<file path="src/rtl/pipeline_hazard_unit_pkg.sv">
// Shared definitions for the pipeline hazard unit: register-address constants,
// mul/div timer state encoding and the $0-aware register-match helper.
package pipeline_hazard_unit_pkg;

  localparam int          REG_AW   = 5;
  localparam logic [4:0]  REG_ZERO = 5'd0;
  localparam int          MD_CNT_W = 6;

  typedef enum logic {
    MD_IDLE = 1'b0,
    MD_RUN  = 1'b1
  } md_state_e;

  // A destination matches a source only when the source is actually read and
  // the destination is not $0 (writes to $0 are discarded, so no dependency).
  function automatic logic reg_hit(input logic [REG_AW-1:0] rd,
                                   input logic [REG_AW-1:0] src,
                                   input logic              src_en);
    return src_en && (rd != REG_ZERO) && (rd == src);
  endfunction

endpackage

</file>
<file path="src/rtl/pipeline_hazard_unit_muldiv_busy_timer.sv">
// Tracks how long the multi-cycle mul/div unit stays busy after a launch.
// Busy is high for exactly MULDIV_LAT cycles, starting the cycle after start_i.
module muldiv_busy_timer
  import pipeline_hazard_unit_pkg::*;
#(
  parameter int MULDIV_LAT = 32
) (
  input  logic       clk,
  input  logic       reset,
  input  logic       start_i,
  output logic       busy_o,
  output logic       state_o,
  output logic [5:0] md_cnt_o
);

  localparam logic [MD_CNT_W-1:0] LAT = MD_CNT_W'(MULDIV_LAT);

  md_state_e           state_q, state_d;
  logic [MD_CNT_W-1:0] md_cnt_q, md_cnt_d;

  always_ff @(posedge clk or negedge reset) begin
    if (!reset) begin
      state_q  <= MD_IDLE;
      md_cnt_q <= '0;
    end else begin
      state_q  <= state_d;
      md_cnt_q <= md_cnt_d;
    end
  end

  always_comb begin
    state_d  = state_q;
    md_cnt_d = md_cnt_q;
    unique case (state_q)
      MD_IDLE: begin
        if (start_i) begin
          state_d  = MD_RUN;
          md_cnt_d = LAT;
        end
      end
      MD_RUN: begin
        // A start while running is illegal upstream; restarting the window
        // keeps HI/LO consumers stalled until the newest operation finishes.
        if (start_i) begin
          md_cnt_d = LAT;
        end else if (md_cnt_q == MD_CNT_W'(1)) begin
          state_d  = MD_IDLE;
          md_cnt_d = '0;
        end else begin
          md_cnt_d = md_cnt_q - MD_CNT_W'(1);
        end
      end
      default: begin
        state_d  = MD_IDLE;
        md_cnt_d = '0;
      end
    endcase
  end

  assign busy_o   = (state_q == MD_RUN);
  assign state_o  = state_q;
  assign md_cnt_o = md_cnt_q;

endmodule

</file>
<file path="src/rtl/pipeline_hazard_unit.sv">
// Stall/flush controller for the 5-stage pipeline: detects hazards bypassing
// cannot cover, drives PC/IFID enables and flushes, and counts stall cycles.
module pipeline_hazard_unit
  import pipeline_hazard_unit_pkg::*;
#(
  parameter int MULDIV_LAT = 32,
  parameter int CNT_W      = 16
) (
  input  logic             clk,
  input  logic             reset,
  input  logic [4:0]       IFID_Rs,
  input  logic [4:0]       IFID_Rt,
  input  logic             ID_UseRt,
  input  logic             ID_Branch,
  input  logic             ID_BrTaken,
  input  logic             ID_MDUse,
  input  logic             IDEX_MemRd,
  input  logic             IDEX_RegWr,
  input  logic [4:0]       IDEX_Rd,
  input  logic             EXMEM_MemRd,
  input  logic [4:0]       EXMEM_Rd,
  input  logic             EX_MDStart,
  output logic             PC_Wr,
  output logic             IFID_Wr,
  output logic             IFID_Flush,
  output logic             IDEX_Flush,
  output logic             MD_Busy,
  output logic [CNT_W-1:0] StallCnt
);

  logic             md_busy;
  logic             md_state;
  logic [5:0]       md_cnt;
  logic             src_b_en;
  logic             hit_ex;
  logic             hit_mem;
  logic             load_use;
  logic             br_ex;
  logic             br_mem;
  logic             md_haz;
  logic             stall;
  logic [CNT_W-1:0] stall_cnt_q, stall_cnt_d;

  muldiv_busy_timer #(
    .MULDIV_LAT (MULDIV_LAT)
  ) u_md_timer (
    .clk      (clk),
    .reset    (reset),
    .start_i  (EX_MDStart),
    .busy_o   (md_busy),
    .state_o  (md_state),
    .md_cnt_o (md_cnt)
  );

  // Branches compare both operands in ID, so rt is a live source for them
  // even when the instruction format would not otherwise read it.
  assign src_b_en = ID_UseRt | ID_Branch;

  assign hit_ex  = reg_hit(IDEX_Rd,  IFID_Rs, 1'b1) | reg_hit(IDEX_Rd,  IFID_Rt, src_b_en);
  assign hit_mem = reg_hit(EXMEM_Rd, IFID_Rs, 1'b1) | reg_hit(EXMEM_Rd, IFID_Rt, src_b_en);

  assign load_use = IDEX_MemRd & hit_ex;
  assign br_ex    = ID_Branch & IDEX_RegWr & hit_ex;
  assign br_mem   = ID_Branch & EXMEM_MemRd & hit_mem;
  assign md_haz   = ID_MDUse & (md_busy | EX_MDStart);
  assign stall    = load_use | br_ex | br_mem | md_haz;

  // A stalled branch has stale operands, so its taken flag must not flush IF/ID.
  always_comb begin
    PC_Wr      = 1'b1;
    IFID_Wr    = 1'b1;
    IFID_Flush = ID_BrTaken;
    IDEX_Flush = 1'b0;
    if (stall) begin
      PC_Wr      = 1'b0;
      IFID_Wr    = 1'b0;
      IFID_Flush = 1'b0;
      IDEX_Flush = 1'b1;
    end
  end

  always_comb begin
    stall_cnt_d = stall_cnt_q;
    if (stall && !(&stall_cnt_q)) begin
      stall_cnt_d = stall_cnt_q + CNT_W'(1);
    end
  end

  always_ff @(posedge clk or negedge reset) begin
    if (!reset) begin
      stall_cnt_q <= '0;
    end else begin
      stall_cnt_q <= stall_cnt_d;
    end
  end

  assign MD_Busy  = md_busy;
  assign StallCnt = stall_cnt_q;

  always_comb begin
    assert (md_busy == (md_state == MD_RUN));
    assert ((md_cnt == 6'd0) || (md_state == MD_RUN));
  end

endmodule

</file>
<file path="config.mk">
export PLATFORM = sky130hd
export DESIGN_NAME = pipeline_hazard_unit
export DESIGN_NICKNAME = d
export VERILOG_FILES = /design/src/rtl/pipeline_hazard_unit_pkg.sv /design/src/rtl/pipeline_hazard_unit_muldiv_busy_timer.sv /design/src/rtl/pipeline_hazard_unit.sv
export SDC_FILE = /design/constraint.sdc
export NUM_CORES = 1
export LEC_CHECK = 0
export CAP_MARGIN = 25
export CORE_ASPECT_RATIO = 1.75
export CORE_UTILIZATION = 45
export CTS_CLUSTER_DIAMETER = 40
export DETAILED_ROUTE_END_ITERATION = 12
export GPL_ROUTABILITY_DRIVEN = 0
export PLACE_DENSITY = 0.8
export REMOVE_ABC_BUFFERS = 1
export SETUP_SLACK_MARGIN = 0.02
export SYNTH_ARGS = -nofsm -noshare
export SYNTH_HDL_FRONTEND = slang
export SYNTH_SLANG_ARGS = --single-unit
</file>
<file path="constraint.sdc">
create_clock -name clk -period 4.23 [get_ports clk]
set_input_delay 1.269 -clock clk [delete_from_list [all_inputs] [get_ports clk]]
set_output_delay 1.269 -clock clk [all_outputs]
set_load 0.02 [all_outputs]
</file>
==> qor.csv <==
metric;value;unit
most frequent cells in the layout;clkdlybuf4s50_1 (43), xnor2_1 (32), dfrtp_1 (23), nand3_1 (12), nand2_1 (12);
worst reg-to-reg path cell count;6;
Worst Hold End;StallCnt[10];
1st-iter DRT viols;39;
synthesized area per cell;9.491;µm²
r2r endpoint;StallCnt[1];
Crit path depth;7;
HPWL after DPL;2916;µm
critical path cell sequence;clkdlybuf4s50_1 -> xnor2_1 -> nand3_1 -> o22ai_1 -> a221o_1 -> buf_6 -> buf_2;
Post-Synthesis Cells;152;
Synth cell types;34;
H-Tree Depth;1;
chip width;44.80;µm
Post-Synth Simple-Gate Area;0.2368;
Final setup viols;0;
Final Skew;0.002218;ns
Hold Path Cell Cnt;1;
Final Hold Viols;0;
GR Layer Usage met2;0.4353;
Area growth syn-to-layout;42.24;%
Final Critical Period;4.168;ns
max-capacitance violation count;0;
first drt pass iteration count;4;
Max clock buf depth;2;
postcts setup bufs;0;
Power Density;392.1;nW/µm²
Fmax;239.9;MHz
Post-DRT Antenna Nets;0;
RSZ-0062 raised after global routing;true;
Int Power;513.8;µW
relative slew slack;0.6816;
post-synthesis mux area share;0.02342;
vias;1389;
Worst IR Drop VDD;0.3237;mV
Comb power frac;0.418;
CP Capture Type;output pin;
initial antenna violation count;0;
total CTS buffers;3;
number of synthesized flops with an enable pin;0;
crit path buf inv count;3;
Seq/Total Area, Yosys;0.3990;
Residual DRC;0;
Worst Hold Slack;0.5053;ns
final instance area;2052;µm²
FF/Latch Area;575.6;µm²
worst hold path class;flip-flop to flip-flop;
Initial Util;0.4820;
Main synth FF type;dfrtp_1;
met3 global-route usage;0.05176;
CTS hold repair buffers;0;
vias per cell;5.534;
Setup WS post-layout;0.06222;ns
Worst path slowest cell;clkdlybuf4s50_1;
ys async rst share;1.000;
switching part of the total power;0.3613;
Root Driver;clkbuf_8;
I/O pins;51;
vias in the first global route;1431;
nets;243;
Worst Path Arrival;2.90;ns
Clk pwr share;0.167;
pre-CTS setup slack;-0.5503;ns
reg-to-reg critical path startpoint;StallCnt[0];
CTS tree;yes;
XOR/XNOR Fraction of Synth Area;0.2003;
routed len/inst;15.18;µm
R2R Setup Slk;1.99;ns
most common cell after layout, fill and taps aside;clkdlybuf4s50_1;
NetSw;290.6;µW
Pwr Total;804.5;µW
synthesis-stage register bit count;23;
die area;3445;µm²
Syn. warnings;0;
Slew @ Worst Pin;0.4762;ns
outcome;completed;
fill count;266;
Synth Cell Area;1443;µm²
multi-input combinational cell area;812.0;µm²
IO Port Bufs;50;
GRT Util Overall;0.2349;
worst path required time;2.96;ns
Reg clk slew, reported paths;0.08;ns
Hold Startpoint;StallCnt[10];
Diodes inserted;0;
period utilisation layout;0.9853;
largest family of logic cells by synthesized area;simple AND/OR/NAND/NOR gates;
worst setup path startpoint;IDEX_Rd[1];
GR Util met1;0.2349;
Max Slew Vio Count;0;
clk_lat worst skew;0.26;ns
drt total wl;3810;µm
global route total overflow;0;
Post-DP Area;2002;µm²
Placed Instances;246;
Die Ht;76.90;µm
CP startpoint kind;input pin;
row count;26;
Compound-Gate Fraction of Synth Area;0.07459;
CP Max Fanout;17;
Worst path max stage delay;0.50;ns
clock sink count;23;
first-pass GRT wire length;6113;µm
Synth Area in Adders;0.02602;
largest net degree at the start of global routing;24;
core area;2993;µm²
Leak;0.0008405;µW
Top Family by Delay on Critical Path;buffers and inverters;
layout cells sized above 1;0.1100;
Reg power frac;0.415;
global routing's busiest layer;met2;
Final Non-Filler Cells;251;
critical path type;input pin to output pin;
[what timing repair did]
action / in CTS / in global routing
cloned: 0 / 0
endpoints found under the setup margin: 4 / 2
pin swaps: 3 / 0
resized for setup: 23 / 0
[through the flow]
stage               setup TNS, ns  utilization
global placement           -1.869       0.6689
CTS                             0       0.6806
global route                    0       0.6856
detailed placement         -1.894       0.6689
finish                          0       0.6856
floorplan                 -0.1552            -
[worst reg2reg max path, stage by stage (launching register included)]
cell,delay [ns]
dfrtp_1,0.43
ha_1,0.21
and3_1,0.20
nor2b_1,0.29
nand3b_1,0.41
nand2_1,0.26
mux2_2,0.34
[final cells by class]
cell class | instances | area share
inverter | 5 | 0.009146
tap | 42 | 0.02561
clock buffer | 3 | 0.02012
sequential | 23 | 0.2805
multi-input combinational | 120 | 0.3957
timing repair buffer | 57 | 0.2665
clock inverter | 1 | 0.002439
[sequential cells by signal (all words and copies together), names as in the netlist]
name / flops
u_md_timer.md_cnt_o: 6
u_md_timer.busy_o: 1
StallCnt: 16
[cell families (layout without fill, tap and decap cells)]
group | count (synthesis) | count (layout)
flops | 23 | 23
compound gates | 17 | 17
simple gates | 64 | 64
buf+inv | 9 | 66
fa+ha+maj | 3 | 3
xor+xnor | 33 | 33
mux | 3 | 3
[per-layer routing]
layer / part of all wire / wire length (µm) / vias up
met5: 0 / 0 / -
met4: 0.022 / 82 / 0
met3: 0.083 / 316 / 10
met2: 0.54 / 2074 / 67
met1: 0.35 / 1336 / 664
li1: - / - / 648
[Yosys cell counts (2+ instances only)]
cell,number,area (µm²)
mux2_2,3,33.78
xnor2_1,32,280.3
or2_2,2,12.51
nor2b_1,2,12.51
nand4_1,9,56.30
o21ai_0,6,30.03
ha_1,3,37.54
and3_1,7,43.79
o22ai_1,2,12.51
inv_1,5,18.77
a211oi_1,2,15.01
dfrtp_1,23,575.6
a21oi_1,3,15.01
nand2_1,12,45.04
nand2b_1,3,18.77
nor2_1,9,33.78
nand3_1,12,60.06
[power by group through the flow]
| stage | clock network, µW | logic [µW] | registers, µW |
|---|---|---|---|
| global placement | 0 | 325 | 333 |
| CTS | 136 | 336 | 334 |
| finish | 134 | 336 | 334 |
| floorplan | 0 | 149 | 364 |
| global route | 146 | 365 | 342 |
| detailed placement | 0 | 335 | 337 |
[how the worst max path moves through the flow]
stage                             to  slack, ns
final                     IDEX_Flush       0.06
after detailed placement  IFID_Flush      -0.55
after global routing      IFID_Flush       0.02
after global placement    IFID_Flush      -0.54
after floorplan           IFID_Flush      -0.16
after CTS                 IFID_Flush       0.08
(Power assumes the default switching activity.)
